`src/rtl/logic_gate_unit.sv`:
```
// Bitwise AND2/AND3/OR3 gate bank: zero-latency combinational outputs plus a
// one-cycle registered, op-selected result with valid and any/all reduction flags.

module logic_gate_slice (
    input  logic i_a,
    input  logic i_b,
    input  logic i_c,
    output logic o_and2,
    output logic o_and3,
    output logic o_or3
);
    // AND2 never looks at i_c, so an unknown on operand 2 cannot leak into it.
    assign o_and2 = i_a & i_b;
    assign o_and3 = i_a & i_b & i_c;
    assign o_or3  = i_a | i_b | i_c;
endmodule

module logic_gate_unit #(
    parameter int WIDTH = 8
) (
    input  logic             clk,
    input  logic             rst,
    input  logic             in_valid,
    input  logic [1:0]       op,
    input  logic [WIDTH-1:0] in0,
    input  logic [WIDTH-1:0] in1,
    input  logic [WIDTH-1:0] in2,
    output logic [WIDTH-1:0] and2_out,
    output logic [WIDTH-1:0] and3_out,
    output logic [WIDTH-1:0] or3_out,
    output logic [WIDTH-1:0] out,
    output logic             out_valid,
    output logic             out_any,
    output logic             out_all
);
    localparam logic [1:0] OP_AND2 = 2'b00;
    localparam logic [1:0] OP_AND3 = 2'b01;
    localparam logic [1:0] OP_OR3  = 2'b10;

    logic [WIDTH-1:0] w_and2;
    logic [WIDTH-1:0] w_and3;
    logic [WIDTH-1:0] w_or3;
    logic [WIDTH-1:0] w_sel;

    logic [WIDTH-1:0] r_out;
    logic             r_vld;
    logic             r_any;
    logic             r_all;

    // One slice per bit keeps every output bit tied to its own input bit only.
    genvar g;
    generate
        for (g = 0; g < WIDTH; g++) begin : g_bit
            logic_gate_slice u_slice (
                .i_a    (in0[g]),
                .i_b    (in1[g]),
                .i_c    (in2[g]),
                .o_and2 (w_and2[g]),
                .o_and3 (w_and3[g]),
                .o_or3  (w_or3[g])
            );
        end
    endgenerate

    assign and2_out = w_and2;
    assign and3_out = w_and3;
    assign or3_out  = w_or3;

    // Reserved op still counts as a sample; it just produces zeros.
    always_comb begin
        w_sel = '0;
        case (op)
            OP_AND2: w_sel = w_and2;
            OP_AND3: w_sel = w_and3;
            OP_OR3:  w_sel = w_or3;
            default: w_sel = '0;
        endcase
    end

    always_ff @(posedge clk or posedge rst) begin
        if (rst) begin
            r_out <= '0;
            r_vld <= 1'b0;
            r_any <= 1'b0;
            r_all <= 1'b0;
        end else begin
            r_vld <= in_valid;
            if (in_valid) begin
                r_out <= w_sel;
                r_any <= |w_sel;
                r_all <= &w_sel;
            end
        end
    end

    assign out       = r_out;
    assign out_valid = r_vld;
    assign out_any   = r_any;
    assign out_all   = r_all;
endmodule

```
`config.mk`:
```
export PLATFORM = sky130hd
export DESIGN_NAME = logic_gate_unit
export DESIGN_NICKNAME = d
export VERILOG_FILES = /design/src/rtl/logic_gate_unit.sv
export SDC_FILE = /design/constraint.sdc
export NUM_CORES = 1
export LEC_CHECK = 0
export ABC_AREA = 1
export BUFFER_PORTS_ARGS = -buffer_cell sky130_fd_sc_hd__buf_2
export CAP_MARGIN = 20
export CORE_ASPECT_RATIO = 1.2
export CORE_MARGIN = 2
export CORE_UTILIZATION = 41
export DETAILED_ROUTE_END_ITERATION = 8
export PLACE_DENSITY = 0.79
export SKIP_CTS_REPAIR_TIMING = 1
export SYNTH_ARGS = -nofsm -noshare
export SYNTH_HDL_FRONTEND = slang
export SYNTH_SLANG_ARGS = --single-unit
export TNS_END_PERCENT = 5
```
`constraint.sdc`:
```
create_clock -name clk -period 0.9 [get_ports clk]
set_clock_uncertainty 0.2 [all_clocks]
set_input_delay 0.135 -clock clk [delete_from_list [all_inputs] [get_ports clk]]
set_output_delay 0.135 -clock clk [all_outputs]
set_load 0.02 [all_outputs]
```
# ---- Word level (Yosys, flattened, before mapping)
# Cells that the tools add are included.
dict set report totals {
  mem_bits_rw 0
  regBits 11
  input_bits 29
  elab_cells 42
  latch_bits 0
  mem_bits_ro 0
  memories 0
}
dict set report op_classes {
  addsub 0
  eq_ne 2
  div 0
  shifts 0
  bitwise_logic 32
  n_reduce_logical 3
  mul 0
  n_mux 1
  n_lt_le_gt_ge 0
}
# cell count
set op_table {}
lappend op_table {{8-bit one-hot mux with 3 select lines} 1}
lappend op_table {{1-bit AND} 16}
lappend op_table {{1-bit bitwise OR} 16}
lappend op_table {{8-bit AND reduction} 1}
lappend op_table {{8-bit OR reduction} 1}
lappend op_table {{2-bit by 1-bit == test with 1-bit output, second input constant} 1}
lappend op_table {{2-bit == test, second input constant} 1}
lappend op_table {{2-bit zero test} 1}

# ---- Logic depth before layout (Yosys ltp)
# Gate-level depths: netlist of the first run.
dict set report depth {
  word_depth 4
  ltp_mapped 9
  ltp_nobuf 9
}

# ---- Modules after synthesis
# From an unflattened synthesis of the first run, not the netlist that was laid out.
dict set report unflattened {
  cells_unflattened 141
  hier_area_um2 894.6
}
# module cells_per_inst area_each_um2 seq_area_each_um2 instances
set modules_own_cells {}
lappend modules_own_cells {logic_gate_unit 93 694.4 275.3 1}
lappend modules_own_cells {logic_gate_slice 6 25.0 0.0 8}

# ---- Worst setup path after synthesis of the first run
# OpenSTA, ideal clock, no wires.
dict set report synth_path {
  path_kind {in2reg}
  startpoint {input op[0]}
  endpoint {register r_any, in the netlist out_any}
  path_buffers 0
  stages 9
  slack_ps -118
  arrival_ps 701
  path_cell_list {inv_2 > nand2_2 > inv_2 > nand2_1 > nand2_1 > nor2_1 > nand3_1 > nor2_1 > nor2_1}
}
dict set report synth_between {
  elab_chain_len 3
  elab_cells_between_ends 5
  classes_between {eq/ne: 2; mux: 1; reduce/logical: 2}
}
# item line
set synth_lines {}
lappend synth_lines {{start: declaration} 24} ;# input logic [1:0] op,
lappend synth_lines {{2-bit == test (tied with other cells)} 72} ;# case (op)
lappend synth_lines {{8-bit one-hot mux with 3 select lines (*)} 72}
lappend synth_lines {{8-bit OR reduction (*)} 90} ;# r_any <= |w_sel;
lappend synth_lines {{end signal: assignment} 90}
lappend synth_lines {{end: declaration} 47} ;# logic r_any;
# Mark *: on every way between the ends. The rest lies on a longest branch, timed or not.
# A chain may end at the register's enable or synchronous reset.

# ---- Worst setup path in the final report of the first run
dict set report layout_path {
  startpoint {register r_any, in the netlist out_any}
  endpoint {output out_any}
}
# item line
set layout_rtl {}
lappend layout_rtl {{end: declaration} 33} ;# output logic out_any,
# No word-level cell between the ends.

==> metrics.md, run 1 <==
| Metric | Value |
|---|---|
| H-tree levels | `1` |
| Max-cap violations | `0` |
| Critical path's slowest cell | `dfrtp_1` |
| Comb power frac | `0.442` |
| Global placer's final weighted congestion | `about 0.85` |
| Post-Route WL | `2680 µm` |
| Synth Warn # | `0` |
| Synth Register Bits | `11` |
| Cell Chain, Critical Path | `buf_6` |
| Congestion Overflow GR | `0` |
| Slowest cell delay on critical path | `0.40 ns` |
| GR Layer Usage met3 | `0.0285` |
| Int Power | `approximately 1.0 mW` |
| Initial drt markers | `14` |
| Die height | `57.0 µm` |
| Power per cell area | `1020 mW/mm²` |
| Global Route met2 Usage | `0.312` |
| Crit path kind | `reg2out` |
| Largest net degree at the start of global routing | `12` |
| Core Area | `roughly 0.0023 mm²` |
| Area Growth Syn to Fin | `65.0%` |
| Violations in the final reports | `hold timing, setup timing` |
| Area leader, netlist | `dfrtp_1` |
| Die area | `0.00274 mm²` |
| Sw Pwr | `0.567 mW` |
| Post-synthesis cell area | `around 960 µm²` |
| Most frequent cells in the layout | `46 x nand2_1, 34 x buf_2, 34 x buf_4` |
| CP Launch Point | `out_any$_DFFE_PP0P_` |
| Leakage | `0.933 nW` |
| Sw Ratio | `0.351` |
| Worst slew pin tran | `0.404 ns` |
| Post-layout net count | `around 260` |
| Initial antenna violation count | `0` |
| Crit Path Max Fanout | `2` |
| Critical Path AT | `0.81 ns` |
| Root Buffer | `clkbuf_4` |
| Worst Setup End Kind | `primary output` |
| Peak supply drop | `0.692 mV` |
| Unrepaired setup endpoints after global routing | `yes` |
| Share of total power in the clock network | `0.208` |
| Total GRT Usage | `0.186` |
| R2r startpoint | `out_any$_DFFE_PP0P_` |
| Crit path buf inv count | `1` |
| Tot Pwr | `roughly 1.6 mW` |
| Reg clk slew, reported paths | `approximately 0.07 ns` |
| Final Setup Violations | `29` |
| Critical Path RT | `roughly 0.56 ns` |
| Final std cell area, no fill | `0.00158 mm²` |
| Starting Density | `0.424` |
| ANT cells | `0` |
| Post-synthesis cell count | `~160` |
| Most common cell after layout, fill and taps aside | `nand2_1` |
| GR Util met1 | `0.213` |
| Status | `complete, but fails checks` |
| Setup TNS | `-3.55 ns` |
| Vias in the first global route | `980` |
| CTS tree | `yes` |
| First-pass GRT wire length | `3750 µm` |
| Worst slew margin | `0.731` |
| Placed cell area | `0.00131 mm²` |
| Ranking of synthesized cells by area | `dfrtp_1 29%, nand2_1 22%, buf_4 19%` |
| Distinct cells, synth | `13` |
| Pre-Repair DR Iteration Count | `4` |
| Layout cells sized above 1 | `0.528` |
| Max Slew Vio Count | `0` |
| Final worst path period need | `1.15 ns` |
| Via count | `1160` |
| # IOs | `64` |
| Clock Latency Late Sink | `~0.27 ns` |
| Vias per inst | `4.43` |
| Antenna-violating nets left | `0` |
| Reg power frac | `0.350` |
| Residual DRC count | `0` |
| PortBufs | `63` |
| Startpoint Class | `flop` |
| Clk buf depth | `2` |
| Hold_ws | `-0.363 ns` |
| Fin worst setup slack | `-0.247 ns` |
| Fmax achieved | `slightly below 900 MHz` |
| Post-DP HPWL | `about 2000 µm` |
| Final Hold Vio Count | `12` |
| Hold Crit Class | `in2async` |
| Syn nets | `~190` |
| Final period util | `1.27` |
| Top cell type's share of synthesized area | `0.287` |
| Fin util | `0.700` |
| Num CTS Buffers | `3` |
| Seq/Total Area, Yosys | `0.287` |
| Syn_area_per_cell | `5.92 µm²` |
| Core Rows | `19` |
| GRT Max-Usage Layer | `met2` |
| Cell family with most CP delay | `flip-flops` |
| Cells after DPL | `254` |
| Die span in x | `48.1 µm` |
| DR WL/cell | `roughly 10 µm` |
| CTS Sinks | `11` |
| Post-Layout Cell Count | `262` |
[through the flow]
stage / hold WS (ns) / setup slack (ns)
after floorplan: -0.213 / -0.112
after global placement: -0.0652 / -0.472
after detailed placement: -0.0648 / -0.463
after CTS: -0.355 / -0.257
after global routing: -0.335 / -0.283
final: -0.363 / -0.247
[synth_stat cells]
library cell,instances
clkbuf_1,1
nand2_2,1
nor2_1,35
a31oi_1,3
nand3_1,5
a21oi_1,1
buf_4,24
o211ai_1,2
inv_1,20
inv_2,2
nand2_1,56
o21ai_0,1
dfrtp_1,11
[cell families (layout without fill, tap and decap cells)]
| group | after synthesis | count (layout) | share of synthesized area |
|---|---|---|---|
| AND/OR/NAND/NOR | 97 | 97 | 0.389 |
| AO/OA/AOI/OAI | 7 | 7 | 0.0457 |
| buffers and inverters | 47 | 116 | 0.278 |
| flip-flops | 11 | 11 | 0.287 |
[flip-flops by register name (all words and copies together), names as in the netlist]
signal	count
out	8
out_all	1
out_any	1
out_valid	1
[power by group through the flow]
| stage | logic (mW) | registers [mW] | clock network (mW) |
|---|---|---|---|
| after global routing | 0.780 | 0.569 | 0.378 |
| after floorplan | 0.304 | 0.620 | 0 |
| after detailed placement | 0.569 | 0.566 | 0 |
| after global placement | 0.562 | 0.565 | 0 |
| after CTS | 0.570 | 0.556 | 0.340 |
| final | 0.714 | 0.566 | 0.337 |
[area by class of cell]
type                            instances  area [µm²]
Fill cell                             210         677
Timing Repair Buffer                   90         669
Multi-Input combinational cell        104         474
Sequential cell                        11         275
Inverter                               22        97.6
Tap cell                               31        38.8
Clock buffer                            4        26.3
[path summary, 6_finish.rpt]
| path | endpoint | slack [ns] | cells past startpoint |
|---|---|---|---|
| worst max-delay path | out_any | -0.25 | 1 |
| worst min-delay path | out[5]$_DFFE_PP0P_ | -0.36 | 2 |
| worst max register to register | out_any$_DFFE_PP0P_ | -0.08 | 3 |
| worst min register to register | out[0]$_DFFE_PP0P_ | 0.31 | 2 |
| max in group asynchronous | out_all$_DFFE_PP0P_ | 0.58 | 2 |
| min in group clk | out_valid$_DFF_PP0_ | -0.03 | 2 |
[per-layer routing]
layer	vias up	wire length, µm
met2	39	1530
met4	0	51
met3	6	115
met5	-	0
li1	602	-
met1	513	981
No activity file was read; power rests on OpenSTA's default activity.
==> inputs of run 2 (changes only) <==
--- a/config.mk
+++ b/config.mk
@@ -10,11 +10,12 @@
 export CAP_MARGIN = 20
 export CORE_ASPECT_RATIO = 1.2
 export CORE_MARGIN = 2
-export CORE_UTILIZATION = 41
+export CORE_UTILIZATION = 40
 export DETAILED_ROUTE_END_ITERATION = 8
 export PLACE_DENSITY = 0.79
 export SKIP_CTS_REPAIR_TIMING = 1
 export SYNTH_ARGS = -nofsm -noshare
 export SYNTH_HDL_FRONTEND = slang
+export SYNTH_HIERARCHICAL = 1
 export SYNTH_SLANG_ARGS = --single-unit
 export TNS_END_PERCENT = 5
==> run 2 against run 1 <==
Compared with the run above:
- the run still ends with hold timing, setup timing left
- register-to-register slack improved by 0.04 ns
- hold slack improved by 0.0023 ns
- sequential power barely moved
- via count rose by 1.6%
- wire length rose by 12%
- first-iteration DRC count fell by 21%
- fmax rose by 0.89%
- combinational power rose by 15%
==> metrics.md, run 2 <==
| Metric | Value |
|---|---|
| Congestion Overflow GR | `0 (unchanged)` |
| CTS Sinks | `11 (unchanged)` |
| Reg power frac | `0.332 (-0.018)` |
| Crit path buf inv count | `1 (unchanged)` |
| Starting Density | `0.427 (+0.00274)` |
| Peak supply drop | `0.659 mV (-4.9%)` |
| Die span in x | `47.2 µm (-2.0%)` |
| Main combinational cell family by area after synthesis | `simple AND/OR/NAND/NOR gates` |
| Post-synth top flop | `dfrtp_1` |
| Max-cap violations | `0 (unchanged)` |
| Synth cell count leaders | `55 x nand2_1, 18 x inv_1, 18 x nor2_1, 15 x nand3_1, 11 x dfrtp_1` |
| Reg clk slew, reported paths | `0.06 ns (about the same)` |
| Post-Route WL | `2990 µm (+12%)` |
| Distinct cells, synth | `14 (+1)` |
| Via count | `1179 (+1.6%)` |
| R2R Setup Slk | `-0.04 ns (+0.04 ns)` |
| Vias in the first global route | `1038 (+5.9%)` |
| Multiplexer area fraction after synthesis | `0 (unchanged)` |
| Int Power | `1.07 mW (+1.8%)` |
| Critical Path RT | `0.56 ns (about the same)` |
| Worst slew margin | `0.742 (+0.0113)` |
| Area fraction in and, or, nand and nor cells after synthesis | `0.557 (+0.168)` |
| Fin worst setup slack | `-0.237 ns (+0.0101 ns)` |
| Final period util | `1.26 (-0.0112)` |
| Clk buf depth | `2 (unchanged)` |
| # IOs | `64 (unchanged)` |
| DR WL/cell | `11.9 µm (+16%)` |
| Comb power frac | `0.483 (+0.041)` |
| Post-layout net count | `251 (-3.8%)` |
| Post-Layout Cell Count | `251 (-4.2%)` |
| Filler cells | `137 (-35%)` |
| Cell Chain, Critical Path | `buf_6` |
| First-pass GRT wire length | `3930 µm (+4.8%)` |
| Largest register FFs | `8 (unchanged)` |
| Die area | `0.00263 mm² (-4.0%)` |
| Reg2reg end | `out[7]$_DFFE_PP0P_` |
| Fmax achieved | `879 MHz (+0.89%)` |
| Post-synthesis cell count | `141 (-13%)` |
| Post-synthesis async set-or-reset flop share | `1.00 (unchanged)` |
| Seq/Total Area, Yosys | `0.308 (+0.0205)` |
| Power per cell area | `966 mW/mm² (-5.5%)` |
| Post-synth EDFFs | `0 (unchanged)` |
| Global placer's final weighted congestion | `0.772 (-9.2%)` |
| Die height | `55.8 µm (-2.0%)` |
| Synth Area in XOR/XNOR | `0 (unchanged)` |
| Share of total power in the clock network | `0.186 (-0.022)` |
| Vias per inst | `4.70 (+6.1%)` |
| Register area | `275 µm² (unchanged)` |
| Initial antenna violation count | `0 (unchanged)` |
| Core Rows | `18 (-1)` |
| Hold_ws | `-0.361 ns (+0.00229 ns)` |
| Cells after DPL | `243 (-4.3%)` |
| Syn_area_per_cell | `6.34 µm² (+7.2%)` |
| Tot Pwr | `1.70 mW (+5.2%)` |
| Slowest cell delay on critical path | `0.40 ns (about the same)` |
| Antenna-violating nets left | `0 (unchanged)` |
| Critical Path AT | `0.80 ns (about the same)` |
| Adder-Cell Fraction of Synth Area | `0 (unchanged)` |
| ANT cells | `0 (unchanged)` |
| Top cell type's share of synthesized area | `0.308 (+0.0205)` |
| Cell family with most CP delay | `flip-flops` |
| Clock Latency Late Sink | `0.26 ns (about the same)` |
| Crit path kind | `reg2out` |
| Area Growth Syn to Fin | `96.8%` |
| Num CTS Buffers | `3 (unchanged)` |
| Synth Register Bits | `11 (unchanged)` |
| Max Slew Vio Count | `0 (unchanged)` |
| Residual DRC count | `0 (unchanged)` |
| Pre-Repair DR Iteration Count | `4 (unchanged)` |
| Root Buffer | `clkbuf_4` |
| Compound-Gate Fraction of Synth Area | `0.00559 (-0.0401)` |
| Worst Setup End Kind | `primary output` |
| Sw Pwr | `0.633 mW (+12%)` |
| Sw Ratio | `0.372 (+0.0211)` |
| Worst slew pin tran | `0.387 ns (-0.0169 ns)` |
| Critical path's slowest cell | `dfrtp_1` |
| Core Area | `0.00209 mm² (-7.3%)` |
| Ranking of synthesized cells by area | `dfrtp_1 31%, nand2_1 23%, nand3_1 8.4%` |
| Unrepaired setup endpoints after global routing | `yes` |
| Initial drt markers | `11 (-3)` |
| Post-DP HPWL | `2150 µm (+5.4%)` |
| Final Hold Vio Count | `13 (+1)` |
| Violations in the final reports | `hold timing, setup timing` |
| H-tree levels | `1 (unchanged)` |
| Largest net degree at the start of global routing | `12 (unchanged)` |
| R2r startpoint | `out[7]$_DFFE_PP0P_` |
| Status | `complete, but fails checks` |
| FF-to-FF path depth | `3 (unchanged)` |
| Area occupied by multi-input gates | `738 µm² (+56%)` |
| Final worst path period need | `1.14 ns (-0.0101 ns)` |
| Area leader, netlist | `dfrtp_1` |
| Leakage | `0.963 nW (+3.1%)` |
| Final Setup Violations | `33 (+14%)` |
| Most common cell after layout, fill and taps aside | `nand2_1` |
| PortBufs | `63 (unchanged)` |
| Syn nets | `170 (-11%)` |
| Total GRT Usage | `0.192 (+0.00633)` |
| Startpoint Class | `flop` |
| Layout cells sized above 1 | `0.719 (+0.191)` |
| Synth Warn # | `6 (+6)` |
| CTS tree | `yes` |
| Most frequent cells in the layout | `34 x nand2_1, 33 x buf_2, 25 x buf_4` |
| Crit Path Max Fanout | `2 (unchanged)` |
| Post-synthesis cell area | `895 µm² (-6.7%)` |
| Hold Crit Class | `in2async` |
| Count leader, synth | `nand2_1` |
[run 2: cell count changes after synthesis, sizes merged]
cell and change:
nand3 +15, inv -1, nand2 -2, buf -21
o211ai -2, a31oi -3, nor2 -5, clkbuf -1
a21oi -1
[run 2: worst max-delay path by stage]
stage,startpoint,cells after the start,slack [ns],to
6_report,out[4]$_DFFE_PP0P_,1,-0.24,out[4]
5_1_grt,out[4]$_DFFE_PP0P_,1,-0.27,out[4]
4_1_cts,out[0]$_DFFE_PP0P_,1,-0.25,out[0]
3_5_place_dp,op[0],8,-0.46,out_any$_DFFE_PP0P_
3_3_place_gp,op[0],8,-0.43,out_any$_DFFE_PP0P_
2_1_floorplan,in1[7],8,-0.18,out_any$_DFFE_PP0P_
[run 2: area by class of cell]
type                    count  area share
clock buffers               4      0.0149
well taps                  30      0.0213
multi-input cells         106       0.419
repair buffers             79       0.335
flip-flops and latches     11       0.156
inverters                  21      0.0533
[run 2: power groups by stage]
stage	Combinational (mW)	Sequential [mW]	Clock [mW]
5_1_grt	0.885	0.568	0.357
4_1_cts	0.674	0.558	0.328
3_3_place_gp	0.655	0.564	0
2_1_floorplan	0.374	0.620	0
6_report	0.821	0.564	0.316
3_5_place_dp	0.671	0.567	0
[run 2: per-layer routing]
| metal | wire length, µm | GRT usage | share of wire |
|---|---|---|---|
| met2 | 1750 | 0.356 | 0.59 |
| met4 | 60 | 0.0595 | 0.020 |
| met1 | 1000 | 0.217 | 0.34 |
| met5 | 0 | 0 | 0 |
| met3 | 175 | 0.0130 | 0.059 |
[run 2: stage by stage]
stage | worst slack [ns] | hold slack, ns | utilization | TNS, ns | cell area, µm²
6_report | -0.237 | -0.361 | 0.841 | -3.05 | 1760
5_1_grt | -0.272 | -0.333 | 0.841 | -4.12 | 1760
4_1_cts | -0.254 | -0.352 | 0.731 | -4.30 | 1530
3_5_place_dp | -0.462 | -0.0705 | 0.719 | -4.43 | 1510
3_3_place_gp | -0.428 | -0.0780 | 0.719 | -3.86 | 1510
2_1_floorplan | -0.184 | -0.213 | - | -0.575 | 1110
[run 2: kinds of logic (layout without fill, tap and decap cells)]
group | count (synthesis) | after routing
AOI/OAI and AO/OA | 1 | 1
DFF | 11 | 11
and+or+nand+nor | 105 | 105
buffers and inverters | 24 | 104
==> inputs of run 3 (changes only) <==
--- a/config.mk
+++ b/config.mk
@@ -5,12 +5,11 @@
 export SDC_FILE = /design/constraint.sdc
 export NUM_CORES = 1
 export LEC_CHECK = 0
-export ABC_AREA = 1
 export BUFFER_PORTS_ARGS = -buffer_cell sky130_fd_sc_hd__buf_2
 export CAP_MARGIN = 20
 export CORE_ASPECT_RATIO = 1.2
 export CORE_MARGIN = 2
-export CORE_UTILIZATION = 40
+export CORE_UTILIZATION = 39
 export DETAILED_ROUTE_END_ITERATION = 8
 export PLACE_DENSITY = 0.79
 export SKIP_CTS_REPAIR_TIMING = 1
==> run 3 against run 2 <==
Compared with the run above:
- the flow still finishes with violations (hold timing, setup timing)
- cell count is 32% lower
- count of clock-buffer cells in the layout stayed put
- worst setup slack worse by 0.21 ns
- critical path type is now in2reg
- sequential power hardly changed
- largest cell class unchanged
==> metrics.md, run 3 <==
| Metric | Value |
|---|---|
| Residual DRC count | `0 (unchanged)` |
| Global placer's final weighted congestion | `0.741 (-4.0%)` |
| Syn nets | `105 (-38%)` |
| Vias per inst | `5.64 (+20%)` |
| Hold_ws | `-0.341 ns (+0.0198 ns)` |
| Syn_area_per_cell | `10.8 µm² (+70%)` |
| Int Power | `1.06 mW (-0.64%)` |
| Pre-Repair DR Iteration Count | `4 (unchanged)` |
| Violations in the final reports | `hold timing, setup timing` |
| Crit Path Max Fanout | `3 (+1)` |
| Clock Latency Late Sink | `0.27 ns (about the same)` |
| Core Rows | `18 (unchanged)` |
| Sw Pwr | `0.558 mW (-12%)` |
| Congestion Overflow GR | `0 (unchanged)` |
| Critical Path AT | `1.28 ns (+0.48 ns)` |
| Cell Chain, Critical Path | `buf_6, or3_4, mux2i_2, o2bb2ai_2, nor3_1, a31oi_1` |
| Worst slew margin | `0.705 (-0.0364)` |
| Top cell type's share of synthesized area | `0.336 (+0.0282)` |
| ANT cells | `0 (unchanged)` |
| Fmax achieved | `740 MHz (-16%)` |
| Final worst path period need | `1.35 ns (+0.214 ns)` |
| Num CTS Buffers | `3 (unchanged)` |
| Share of total power in the clock network | `0.206 (+0.020)` |
| Most frequent cells in the layout | `46 x buf_2, 22 x buf_6, 11 x dfrtp_1` |
| Seq/Total Area, Yosys | `0.336 (+0.0282)` |
| CTS tree | `yes` |
| Comb power frac | `0.444 (-0.039)` |
| # IOs | `64 (unchanged)` |
| Most common cell after layout, fill and taps aside | `buf_2` |
| Synth Register Bits | `11 (unchanged)` |
| Fin worst setup slack | `-0.451 ns (-0.214 ns)` |
| PortBufs | `63 (unchanged)` |
| Largest register FFs | `8 (unchanged)` |
| Die span in x | `45.8 µm (-2.8%)` |
| Max Slew Vio Count | `0 (unchanged)` |
| Synth cell count leaders | `11 x dfrtp_1, 8 x and2_2, 8 x and3_2, 8 x mux2i_1, 8 x or3_1` |
| Max-cap violations | `0 (unchanged)` |
| Cells after DPL | `165 (-32%)` |
| CP Launch Point | `in1[1]` |
| Fin util | `0.746 (-0.0948)` |
| Largest net degree at the start of global routing | `12 (unchanged)` |
| Starting Density | `0.404 (-0.0228)` |
| Post-Layout Cell Count | `170 (-32%)` |
| Post-synth top flop | `dfrtp_1` |
| Total GRT Usage | `0.181 (-0.0115)` |
| Worst Setup End Kind | `flop` |
| Post-synth EDFFs | `0 (unchanged)` |
| Vias in the first global route | `839 (-19%)` |
| Initial drt markers | `24 (+13)` |
| Area Growth Syn to Fin | `84.4%` |
| Layout cells sized above 1 | `0.793 (+0.0739)` |
| Post-DP HPWL | `1890 µm (-12%)` |
| Die height | `54.2 µm (-2.8%)` |
| H-tree levels | `1 (unchanged)` |
| Initial antenna violation count | `0 (unchanged)` |
| Post-layout net count | `180 (-28%)` |
| Status | `complete, but fails checks` |
| Post-synthesis async set-or-reset flop share | `1.00 (unchanged)` |
| Clk buf depth | `2 (unchanged)` |
| Synth Warn # | `6 (unchanged)` |
| Hold Crit Class | `in2async` |
| Worst slew pin tran | `0.441 ns (+0.0546 ns)` |
| Setup TNS | `-8.95 ns (-5.89 ns)` |
| Peak supply drop | `1.05 mV (+59%)` |
| Critical Path RT | `0.83 ns (+0.27 ns)` |
| Antenna-violating nets left | `0 (unchanged)` |
| Final Hold Vio Count | `12 (-1)` |
| Core Area | `0.00203 mm² (-3.2%)` |
| Leakage | `0.737 nW (-23%)` |
| Via count | `958 (-19%)` |
| Reg power frac | `0.350 (+0.018)` |
| Final period util | `1.50 (+0.238)` |
| Startpoint Class | `input port` |
| Area occupied by multi-input gates | `642 µm² (-13%)` |
| Register area | `275 µm² (unchanged)` |
| R2R Setup Slk | `-0.08 ns (-0.04 ns)` |
| Ranking of synthesized cells by area | `dfrtp_1 34%, mux2i_1 9.8%, mux2_2 9.6%` |
| Worst setup path endpoint | `out_any$_DFFE_PP0P_` |
| Unrepaired setup endpoints after global routing | `yes` |
| Slowest cell delay on critical path | `0.38 ns (-0.02 ns)` |
| Sw Ratio | `0.344 (-0.0275)` |
| Critical path's slowest cell | `or3_4` |
| Post-synthesis cell count | `76 (-46%)` |
| CTS Sinks | `11 (unchanged)` |
| Post-synthesis cell area | `820 µm² (-8.4%)` |
| Power per cell area | `1070 mW/mm² (+11%)` |
| Post-Route WL | `2920 µm (-2.1%)` |
| Area leader, netlist | `dfrtp_1` |
| FF-to-FF path depth | `1 (-2)` |
| Crit path kind | `in2reg` |
| Distinct cells, synth | `19 (+5)` |
| Final Setup Violations | `44 (+33%)` |
| R2r startpoint | `out[0]$_DFFE_PP0P_` |
| First-pass GRT wire length | `3330 µm (-15%)` |
| Reg2reg end | `out[0]$_DFFE_PP0P_` |
| Root Buffer | `clkbuf_4` |
| Reg clk slew, reported paths | `0.07 ns (about the same)` |
| DR WL/cell | `17.2 µm (+44%)` |
| Count leader, synth | `dfrtp_1` |
| Die area | `0.00249 mm² (-5.6%)` |
| Filler cells | `135 (-1.5%)` |
run 3: changes by cell type after synthesis, moves of 5 or more:
cell     previous run  this run
and2_2              0         8
nor2_2              9         0
mux2_2              0         7
and3_2              0         8
nand3_1            15         0
nand3_2             5         0
nand2_1            55         1
mux2i_1             0         8
or3_1               0         8
inv_1              18         2
nor2_1             18         4
run 3: cell families (layout without fill, tap and decap cells):
group	count (synthesis)	count (layout)	share of synthesized area
flops	11	11	0.336
mux	15	15	0.194
buf+inv	6	80	0.0550
simple gates	34	34	0.276
compound gates	10	10	0.139
run 3: worst min-delay path by stage:
| stage | from | end | slack [ns] | depth (start not counted) |
|---|---|---|---|---|
| 6_report | rst | out[7]$_DFFE_PP0P_ | -0.34 | 2 |
| 5_1_grt | rst | out[3]$_DFFE_PP0P_ | -0.32 | 2 |
| 4_1_cts | rst | out[7]$_DFFE_PP0P_ | -0.34 | 2 |
| 3_5_place_dp | rst | out_valid$_DFF_PP0_ | -0.05 | 2 |
| 3_3_place_gp | rst | out[1]$_DFFE_PP0P_ | -0.07 | 2 |
| 2_1_floorplan | rst | out[0]$_DFFE_PP0P_ | -0.21 | 1 |
run 3: critical path, delay by kind of cell:
family	cells	cell delay (ns)
muxes	1	0.17
buffers and inverters	1	0.09
AOI/OAI and AO/OA	2	0.25
and+or+nand+nor	2	0.63
run 3: final cells by class:
cell class	count	area share
Timing Repair Buffer	74	0.354
Sequential cell	11	0.182
Multi-Input combinational cell	59	0.425
Clock buffer	4	0.0174
Tap cell	20	0.0166
Inverter	2	0.00497
run 3: per-layer routing:
metal  global-route usage  vias to the layer above  share of wire
met1                0.177                      474           0.33
li1                     -                      432              -
met3               0.0264                       11          0.052
met5                    0                        -              0
met4               0.0667                        0          0.029
met2                0.366                       41           0.58
run 3: power by group through the flow:
stage                     Clock [mW]  Combinational (mW)  Sequential [mW]
final                          0.333               0.719            0.567
after global routing           0.370               0.761            0.572
after CTS                      0.340               0.567            0.564
after detailed placement           0               0.566            0.573
after global placement             0               0.551            0.572
after floorplan                    0               0.281            0.632
run 3: stage by stage:
stage	instance area [µm²]	setup WS, ns	power [mW]
floorplan	850	-0.563	0.914
detailed placement	1240	-0.718	1.14
global route	1510	-0.485	1.70
global placement	1240	-0.681	1.12
CTS	1270	-0.434	1.47
finish	1510	-0.451	1.62
